## src/rtl/multi_word_adder_ctrl.sv

```systemverilog
// multi_word_adder_ctrl: sequences a WIDTH*WORDS-bit add through an external
// WIDTH-bit combinational adder, one chunk per clock, least-significant first.
// Carry_out of each chunk is registered and fed back as the next chunk's carry.
// Optional feature: define OVERFLOW_FLAG_EN to add a signed-overflow output.

module multi_word_adder_ctrl #(
  parameter int unsigned WIDTH = 4,
  parameter int unsigned WORDS = 4
) (
  input  logic                     Clk,
  input  logic                     Reset,
  input  logic                     Op_valid,
  output logic                     Op_ready,
  input  logic [WIDTH*WORDS-1:0]   Op_A,
  input  logic [WIDTH*WORDS-1:0]   Op_B,
  input  logic                     Op_carry_in,
  output logic [WIDTH-1:0]         Adder_Data_1,
  output logic [WIDTH-1:0]         Adder_Data_2,
  output logic                     Adder_Carry_in,
  input  logic [WIDTH-1:0]         Adder_Sum,
  input  logic                     Adder_Carry_out,
  output logic [WIDTH*WORDS-1:0]   Result,
  output logic                     Carry_out,
`ifdef OVERFLOW_FLAG_EN
  output logic                     Overflow,
`endif
  output logic                     Res_valid,
  input  logic                     Res_ready
);

  localparam int unsigned TotalW = WIDTH * WORDS;
  localparam int unsigned IdxW   = $clog2(WORDS);
  localparam logic [IdxW-1:0] LastIdx = IdxW'(WORDS - 1);

  localparam logic [1:0] StIdle = 2'd0;
  localparam logic [1:0] StRun  = 2'd1;
  localparam logic [1:0] StDone = 2'd2;

  logic [1:0]        state_q,  state_d;
  logic [IdxW-1:0]   idx_q,    idx_d;
  logic              carry_q,  carry_d;
  logic [TotalW-1:0] a_q,      a_d;
  logic [TotalW-1:0] b_q,      b_d;
  logic [TotalW-1:0] result_q, result_d;
  logic              cout_q,   cout_d;
`ifdef OVERFLOW_FLAG_EN
  logic              ovf_q,    ovf_d;
`endif

  logic running;
  assign running = (state_q == StRun);

  // Next-state: accept in idle, walk chunks in run, hold result until consumed.
  always_comb begin
    state_d  = state_q;
    idx_d    = idx_q;
    carry_d  = carry_q;
    a_d      = a_q;
    b_d      = b_q;
    result_d = result_q;
    cout_d   = cout_q;
`ifdef OVERFLOW_FLAG_EN
    ovf_d    = ovf_q;
`endif
    case (state_q)
      StIdle: begin
        if (Op_valid) begin
          a_d     = Op_A;
          b_d     = Op_B;
          carry_d = Op_carry_in;
          idx_d   = '0;
          state_d = StRun;
        end
      end
      StRun: begin
        result_d[idx_q*WIDTH +: WIDTH] = Adder_Sum;
        carry_d = Adder_Carry_out;
        if (idx_q == LastIdx) begin
          // Index stays at the last chunk; it is cleared only on the next accept.
          cout_d  = Adder_Carry_out;
`ifdef OVERFLOW_FLAG_EN
          ovf_d   = (a_q[TotalW-1] == b_q[TotalW-1]) &&
                    (Adder_Sum[WIDTH-1] != a_q[TotalW-1]);
`endif
          state_d = StDone;
        end else begin
          idx_d = idx_q + 1'b1;
        end
      end
      StDone: begin
        if (Res_ready) state_d = StIdle;
      end
      default: state_d = StIdle;
    endcase
  end

  // State registers with synchronous active-high reset.
  always_ff @(posedge Clk) begin
    if (Reset) begin
      state_q  <= StIdle;
      idx_q    <= '0;
      carry_q  <= 1'b0;
      a_q      <= '0;
      b_q      <= '0;
      result_q <= '0;
      cout_q   <= 1'b0;
`ifdef OVERFLOW_FLAG_EN
      ovf_q    <= 1'b0;
`endif
    end else begin
      state_q  <= state_d;
      idx_q    <= idx_d;
      carry_q  <= carry_d;
      a_q      <= a_d;
      b_q      <= b_d;
      result_q <= result_d;
      cout_q   <= cout_d;
`ifdef OVERFLOW_FLAG_EN
      ovf_q    <= ovf_d;
`endif
    end
  end

  // Outputs: adder is fed only while running, zero otherwise.
  always_comb begin
    Op_ready       = (state_q == StIdle);
    Res_valid      = (state_q == StDone);
    Result         = result_q;
    Carry_out      = cout_q;
    Adder_Data_1   = running ? a_q[idx_q*WIDTH +: WIDTH] : '0;
    Adder_Data_2   = running ? b_q[idx_q*WIDTH +: WIDTH] : '0;
    Adder_Carry_in = running ? carry_q : 1'b0;
`ifdef OVERFLOW_FLAG_EN
    Overflow       = ovf_q;
`endif
  end

endmodule

```

## config.mk

```make
export PLATFORM = sky130hd
export DESIGN_NAME = multi_word_adder_ctrl
export DESIGN_NICKNAME = d
export VERILOG_FILES = /design/src/rtl/multi_word_adder_ctrl.sv
export SDC_FILE = /design/constraint.sdc
export NUM_CORES = 1
export LEC_CHECK = 0
export ABC_AREA = 1
export CAP_MARGIN = 10
export CORE_MARGIN = 2
export CORE_UTILIZATION = 50
export CTS_CLUSTER_SIZE = 24
export DETAILED_ROUTE_END_ITERATION = 8
export PLACE_DENSITY = 0.84
export SYNTH_ARGS = -nofsm -noshare
export SYNTH_HDL_FRONTEND = slang
export SYNTH_SLANG_ARGS = --single-unit
```

## constraint.sdc

```tcl
create_clock -name Clk -period 3.8 [get_ports Clk]
set_clock_uncertainty 0.15 [all_clocks]
set_input_delay 0.76 -clock Clk [delete_from_list [all_inputs] [get_ports Clk]]
set_output_delay 0.76 -clock Clk [all_outputs]
set_load 0.03 [all_outputs]
```

==> results of run 1 <==
-- layer usage --
metal,vias up,GRT usage [%],wire [um]
met4,0,9.26,154
li1,1228,-,-
met2,77,40.4,2790
met5,-,0,0
met1,1032,24.7,2290
met3,14,4.83,315
-- cells by family (layout without fill, tap and decap cells) --
logic type / count (synthesis) / count (layout) / share of synthesized area [%]
AOI/OAI and AO/OA: 76 / 76 / 16.1
adders and majority gates: 5 / 5 / 2.65
DFF: 54 / 54 / 45.7
buffers and inverters: 37 / 98 / 6.40
and+or+nand+nor: 177 / 177 / 29.2
-- cells in the final DEF, fill, tap and decap left out, drive strengths merged --
master / netlist / final
clkdlybuf4s50: 0 / 69
bufinv: 0 / 1
clkbuf: 13 / 7
a21oi: 23 / 23
inv: 18 / 18
o21ai: 53 / 53
nand3: 8 / 8
buf: 6 / 3
nand2: 36 / 36
dfxtp: 54 / 54
nor3: 8 / 8
ha: 5 / 5
nor2: 125 / 125
-- state kept, by name (all words and copies together), names as in the netlist --
register,flops
Carry_out,1
a_q,16
b_q,16
carry_q,1
idx_q,2
state_q,2
Result,16
-- per-stage QoR --
| stage | total power (uW) | area [um^2] |
|---|---|---|
| after detailed placement | 920 | 3060 |
| after CTS | 1290 | 3170 |
| final | 1280 | 3170 |
| after global routing | 1350 | 3170 |
| after global placement | 914 | 3060 |
| after floorplan | 817 | 2360 |
-- worst paths after layout --
path,startpoint,to,slack [ns],depth (start not counted)
max,idx_q[0],Adder_Data_1[3],0.66,4
min,Result[10],Result[10],0.32,2
max reg2reg,idx_q[0],Result[2],1.68,7
min reg2reg,Result[10],Result[10],0.32,2
-- power by group through the flow --
stage	clock, uW	sequential [uW]	combinational, uW
after detailed placement	0	642	279
final	373	629	280
after floorplan	0	643	174
after CTS	381	629	281
after global placement	0	640	273
after global routing	400	633	316
-- critical path, delay by kind of cell (launching register included) --
| kind | cells | cell delay [ns] |
|---|---|---|
| buffers and inverters | 2 | 1.21 |
| AOI/OAI and AO/OA | 2 | 0.39 |
| DFF | 1 | 0.33 |
-- layout make-up --
cell class,instances,area (um^2),area share (%)
Inverter,18,67.6,2.13
Clock inverter,1,30.0,0.948
Sequential cell,54,1080,34.1
Tap cell,54,67.6,2.13
Timing Repair Buffer,72,713,22.5
Multi-Input combinational cell,258,1130,35.7
Clock buffer,7,76.3,2.41
==> metrics, run 1 <==
Chip Width 72.8 um; Antenna diodes 0; global-route wire length before repair 9250 um; final setup fails 0; Synth cell types 16; max frequency 318 MHz; Yosys reg bits 54; postcts setup bufs 0; First DRT Iteration DRCs 128; Net Count, Synth 396; Non-Filler Instances 464; count of pins over their slew limit 0; Routed WL per cell 12.0 um; vias in the first global route 2252; initial antenna violation count 0; largest net degree at the start of global routing 37; CTS H-Tree Depth 2; clock root buffer clkbuf_8; Vias 2351; synthesized instance count 349; top-count cell post-synth nor2_1; MaxCap Viol Count 0; sw frac 28.3%; CP max-delay cell clkdlybuf4s50_1; Filler cells 411; Die Height 72.8 um; Worst-Skew Late Latency 0.31 ns; die area 5300 um^2; critical path arrival 2.23 ns; CP cell instances inv_1 -> o21ai_0 -> a21oi_1 -> clkdlybuf4s50_1; period utilisation layout 82.7%; Final nets 456; number of synthesized flops with an enable pin 0; core footprint 4630 um^2; # DRC 0; GRT Total Usage 22.1%; GRT overflow 0; leakage power 0.00124 uW; Worst Max-Slew Pin Slew 0.676 ns; setup ws final 0.656 ns; Area contributors post-synth dfxtp_1, nor2_1, o21ai_0; synth-to-layout area growth 34.0%; Num Clock Sinks 54; crit-path max cell delay 0.71 ns; crit-path max FO 26; port buffer count 69; Psw 363 uW; Clock Path Buffers 2; Synth top cells by count nor2_1, dfxtp_1, o21ai_0; Initial Util 51.1%; Hold Buf Count CTS 0; RSZ-0062 raised after global routing false; ANT nets after route 0; Fin. Hold Viols 0; WP data required 2.89 ns; status finished, final reports clean; Worst setup SP type register; CTS tree built; clock power share 29.1%; pre-CTS WS 0.989 ns; share of layout cells above drive strength 1 3.17%; power per cell area 405 nW/um^2; Pint 919 uW; relative slew slack 54.9%; Avg Synthesized Cell Area 6.78 um^2; crit end category output port; sequential power share 49.1%; Layout Utilization 68.4%; Max VDD drop 0.000240 V; total I/O pin count 70; Post-synth ARST share 0%; RD Place Congestion 0.840; Min-Delay Path Class register to register; Cell Rows 25; cts repair resizes 0; via density per instance 5.07; WHS 0.316 ns; CTS clk-pin slew, worst paths 0.09 ns; cell accounting for the most synthesized area dfxtp_1; Synth Warn # 0; dpl hpwl 3940 um; WS Path Type register to output port; final WL 5550 um; Fin Setup TNS 0 ns; placed insts 456; top_reg_cell synth dfxtp_1; Min Clock Period, post-route 3.14 ns; Comb pwr share 21.8%; Num CTS Buffers 5; Netlist Area Pre-Place 2360 um^2; Seq/Total Area, Yosys 45.7%; TritonRoute pass-1 iters 4; post-synth top area share 45.7%
Note: power is estimated with default switching activity, not from simulation.
==> run 2: changes to the inputs <==
--- a/config.mk
+++ b/config.mk
@@ -8,10 +8,10 @@
 export ABC_AREA = 1
 export CAP_MARGIN = 10
 export CORE_MARGIN = 2
-export CORE_UTILIZATION = 50
+export CORE_UTILIZATION = 47
 export CTS_CLUSTER_SIZE = 24
 export DETAILED_ROUTE_END_ITERATION = 8
-export PLACE_DENSITY = 0.84
+export PLACE_DENSITY = 0.8
 export SYNTH_ARGS = -nofsm -noshare
 export SYNTH_HDL_FRONTEND = slang
 export SYNTH_SLANG_ARGS = --single-unit
==> constraint.sdc (replaced) <==
create_clock -name Clk -period 3.1 [get_ports Clk]
set_clock_uncertainty 0.15 [all_clocks]
set_input_delay 0.62 -clock Clk [delete_from_list [all_inputs] [get_ports Clk]]
set_output_delay 0.62 -clock Clk [all_outputs]
set_load 0.03 [all_outputs]
==> metrics, run 2 (synthesis gave the netlist of run 1 again) <==
leakage power 0.00124 uW (about the same); WP data required 2.33 ns (was 2.89 ns); Die Height 74.9 um (was 72.8 um); Routed WL per cell 11.7 um (was 12.0 um); MaxCap Viol Count 0 (unchanged); crit end category output port (unchanged); relative slew slack 63.6% (was 54.9%); Num Clock Sinks 54 (unchanged); GRT overflow 0 (unchanged); via density per instance 4.84 (was 5.07); Cell Rows 25 (unchanged); RD Place Congestion 0.862 (was 0.840); RSZ-0062 raised after global routing false (unchanged); status finished, final reports clean (unchanged); clock root buffer clkbuf_8 (unchanged); total I/O pin count 70 (unchanged); CTS tree built (unchanged); First DRT Iteration DRCs 144 (was 128); cts repair resizes 0 (unchanged); Fin Setup TNS 0 ns (unchanged); Clock Path Buffers 2 (unchanged); # DRC 0 (unchanged); period utilisation layout 94.8%; max frequency 340 MHz; ANT nets after route 0 (unchanged); Fin. Hold Viols 0 (unchanged); count of pins over their slew limit 0 (unchanged); WS Path Type register to output port (unchanged); Max VDD drop 0.000254 V (was 0.000240 V); Num CTS Buffers 5 (unchanged); GRT Total Usage 21.4% (was 22.1%); Hold Buf Count CTS 0 (unchanged); Initial Util 49.4% (was 51.1%); Worst-Skew Late Latency 0.30 ns (was 0.31 ns); postcts setup bufs 0 (unchanged); Vias 2312 (was 2351); Min-Delay Path Class register to register (unchanged); port buffer count 69 (unchanged); global-route wire length before repair 9110 um (was 9250 um); crit-path max FO 12 (was 26); largest net degree at the start of global routing 40 (was 37); Worst Max-Slew Pin Slew 0.546 ns (was 0.676 ns); Filler cells 446 (was 411); TritonRoute pass-1 iters 6 (was 4); Min Clock Period, post-route 2.94 ns; core footprint 4790 um^2 (was 4630 um^2); vias in the first global route 2074 (was 2252); share of layout cells above drive strength 1 3.41% (was 3.17%); Reg2Reg Setup Slack 0.86 ns (was 1.68 ns); Antenna diodes 0 (unchanged); initial antenna violation count 0 (unchanged); Chip Width 74.9 um (was 72.8 um); synth-to-layout area growth 34.0% (about the same); critical path arrival 2.17 ns (was 2.23 ns); final WL 5600 um (was 5550 um); most common cell after layout, fill and taps aside nor2_1 (unchanged); Final nets 458 (was 456); crit path from idx_q[1] (was idx_q[0]); dpl hpwl 4120 um (was 3940 um); Crit Reg-Reg Startpoint idx_q[0] (unchanged); Layout Utilization 66.2% (was 68.4%); final setup fails 0 (unchanged); Worst setup SP type register (unchanged); CTS clk-pin slew, worst paths 0.08 ns (was 0.09 ns); most frequent cells in the layout nor2_1, clkdlybuf4s50_1, dfxtp_1 (unchanged); CTS H-Tree Depth 2 (unchanged); HP Start carry_q (was Result[10]); die area 5610 um^2 (was 5300 um^2); power per cell area 466 nW/um^2 (was 405 nW/um^2)
run 2: cell types whose count changed in the layout (fill, tap and decap cells not counted), sizes merged:
| cell | delta |
|---|---|
| buf | +2 |
| bufinv | -1 |
run 2: where the power goes:
part	internal, uW	leakage [uW]	switching (uW)
combinational	146	0.000756	193
clock	156	0.0000383	204
sequential	741	0.000444	35.5
total	1040	0.00124	433
run 2: critical path: stages, from the launching register on:
cell	delay [ns]
dfxtp_1	0.57
inv_2	0.20
nor2_1	0.15
o21ai_0	0.09
a21oi_1	0.16
clkdlybuf4s50_1	0.70
run 2: cell type report:
type | count | area [um^2] | area share, %
multi-input combinational | 258 | 1130 | 35.7
sequential | 54 | 1080 | 34.1
timing repair buffer | 74 | 728 | 23.0
tap | 67 | 83.8 | 2.65
clock buffer | 7 | 76.3 | 2.41
inverter | 18 | 67.6 | 2.13
run 2: routing by layer:
metal	vias to the layer above	GRT usage [%]	share of wire [%]
met5	-	0	0
met4	0	7.14	2.0
met3	9	4.95	5.5
met2	73	37.1	48
met1	999	26.2	44
li1	1231	-	-
run 2: final timing paths:
path	to	cells after the start
worst max-delay path	Adder_Data_2[3]	5
worst min-delay path	carry_q	2
worst min register to register	carry_q	2
worst max register to register	Result[3]	8
run 2: stage by stage:
step                      setup WS (ns)  power [uW]  instance area, um^2  hold WS [ns]  instances
after floorplan                   0.853        1000                 2360         0.293        349
after global placement            0.494        1130                 3090         0.302        471
after detailed placement          0.503        1130                 3090         0.307        471
after CTS                         0.155        1490                 3170         0.320        478
after global routing             0.0201        1560                 3170         0.331        478
final                             0.162        1480                 3170         0.318        478
==> run 3: changes to the inputs <==
--- a/config.mk
+++ b/config.mk
@@ -12,6 +12,8 @@
 export CTS_CLUSTER_SIZE = 24
 export DETAILED_ROUTE_END_ITERATION = 8
 export PLACE_DENSITY = 0.8
+export REMOVE_ABC_BUFFERS = 1
+export SKIP_CTS_REPAIR_TIMING = 1
 export SYNTH_ARGS = -nofsm -noshare
 export SYNTH_HDL_FRONTEND = slang
 export SYNTH_SLANG_ARGS = --single-unit
==> metrics, run 3 (synthesis gave the netlist of run 1 again) <==
GRT overflow 0 (unchanged); sw frac 29.8% (was 29.3%); CP cell instances nand2_1 -> a21oi_1 -> clkdlybuf4s50_1 (was inv_2 -> nor2_1 -> o21ai_0 -> a21oi_1 -> clkdlybuf4s50_1); dpl hpwl 3910 um (was 4120 um); Register Area 1080 um^2 (unchanged); crit end category output port (unchanged); initial antenna violation count 0 (unchanged); sequential power share 50.4% (was 52.6%); Die Height 74.9 um (unchanged); Final nets 459 (was 458); WP data required 2.33 ns (about the same); clock root buffer clkbuf_8 (unchanged); vias in the first global route 2187 (was 2074); Initial Util 49.4% (unchanged); relative slew slack 62.0% (was 63.6%); Num CTS Buffers 5 (unchanged); Vias 2347 (was 2312); Pint 1070 uW (was 1040 uW); Crit Reg-Reg Startpoint idx_q[0] (unchanged); Cell Rows 25 (unchanged); total I/O pin count 70 (unchanged); GRT Total Usage 21.4% (about the same); CTS tree built (unchanged); global-route wire length before repair 9360 um (was 9110 um); max frequency 344 MHz (was 340 MHz); Routed WL per cell 11.5 um (was 11.7 um); First DRT Iteration DRCs 137 (was 144); Comb pwr share 22.8% (was 23.0%); CTS H-Tree Depth 2 (unchanged); RSZ-0062 raised after global routing false (unchanged); CP max-delay cell clkdlybuf4s50_1 (unchanged); Top delay family on crit path buffers and inverters (unchanged); CTS clk-pin slew, worst paths 0.09 ns (was 0.08 ns); most frequent cells in the layout nor2_1, clkdlybuf4s50_1, dfxtp_1 (unchanged); largest net degree at the start of global routing 36 (was 40); Clock Path Buffers 2 (unchanged); synth-to-layout area growth 35.5% (was 34.0%); Num Clock Sinks 54 (unchanged); most common cell after layout, fill and taps aside nor2_1 (unchanged); Max VDD drop 0.000324 V (was 0.000254 V); RD Place Congestion 0.853 (was 0.862); critical path arrival 2.14 ns (was 2.17 ns); Antenna diodes 0 (unchanged); share of layout cells above drive strength 1 4.12% (was 3.41%); Min-Delay Path Class register to register (unchanged); Worst-Skew Late Latency 0.31 ns (was 0.30 ns); MaxCap Viol Count 0 (unchanged); HP Start Result[5] (was carry_q); leakage power 0.00126 uW (was 0.00124 uW); ANT nets after route 0 (unchanged); clock power share 26.8% (was 24.4%); Chip Width 74.9 um (unchanged); via density per instance 4.89 (was 4.84); crit-path max FO 15 (was 12); Worst Max-Slew Pin Slew 0.568 ns (was 0.546 ns); core footprint 4790 um^2 (unchanged); final WL 5530 um (was 5600 um); # DRC 0 (unchanged); Fin. Hold Viols 0 (unchanged); port buffer count 69 (unchanged); final setup fails 0 (unchanged); crit-path max cell delay 0.70 ns (about the same); crit path from state_q[0] (was idx_q[1]); placed inst area 3110 um^2 (was 3090 um^2); WS Path Type register to output port (unchanged); area occupied by multi-input gates 1130 um^2 (unchanged); Worst setup SP type register (unchanged); Final Instance Area 3200 um^2 (was 3170 um^2); Min Clock Period, post-route 2.91 ns (was 2.94 ns); Filler cells 451 (was 446); Psw 455 uW (was 433 uW); count of pins over their slew limit 0 (unchanged); die area 5610 um^2 (unchanged); Worst Path Buf+Inv 1 (was 2); power per cell area 476 nW/um^2 (was 466 nW/um^2); period utilisation layout 93.8% (was 94.8%); status finished, final reports clean (unchanged); TritonRoute pass-1 iters 4 (was 6); Fin Setup TNS 0 ns (unchanged)
[run 3: changes by cell type in the layout (fill, tap and decap cells not counted), sizes merged]
cell    before  now
clkinv       0    1
buf          5    6
[run 3: area by class of cell]
type	instances	share of cell area (%)
clock buffer	7	2.69
inverter	18	2.11
clock inverter	1	0.156
timing repair buffer	75	23.4
tap	67	2.62
multi-input combinational	258	35.3
sequential	54	33.7
[run 3: stage by stage]
step                total power, uW  setup WS, ns  util, %  hold WS (ns)  std cells
finish                         1530         0.193     67.0         0.319        480
global route                   1610        0.0302     67.0         0.343        480
CTS                            1540         0.191     67.0         0.323        480
detailed placement             1130         0.523     65.0         0.309        472
global placement               1130         0.536     65.0         0.298        472
floorplan                       986         0.821        -         0.295        330
[run 3: power groups by stage]
stage / sequential, uW / clock [uW] / combinational, uW
6_report: 769 / 410 / 347
5_1_grt: 776 / 438 / 393
4_1_cts: 770 / 417 / 349
3_5_place_dp: 786 / 0 / 347
3_3_place_gp: 784 / 0 / 342
2_1_floorplan: 795 / 0 / 191
[run 3: final timing paths]
kind / to / slack (ns) / cells after the start
max: Adder_Data_1[1] / 0.19 / 3
min: Result[5] / 0.32 / 2
max reg2reg: Result[14] / 0.87 / 8
min reg2reg: Result[5] / 0.32 / 2
[run 3: worst min-delay path, cell delays in order (launching register included)]
cell     delay [ns]
dfxtp_1        0.32
nand2_1        0.06
a21oi_1        0.05
[run 3: layer usage]
metal / vias to the layer above / part of all wire (%) / track usage [%]
li1: 1234 / - / -
met1: 1036 / 44 / 25.4
met2: 70 / 49 / 38.9
met3: 7 / 5.2 / 5.09
met4: 0 / 1.2 / 4.96
met5: - / 0 / 0
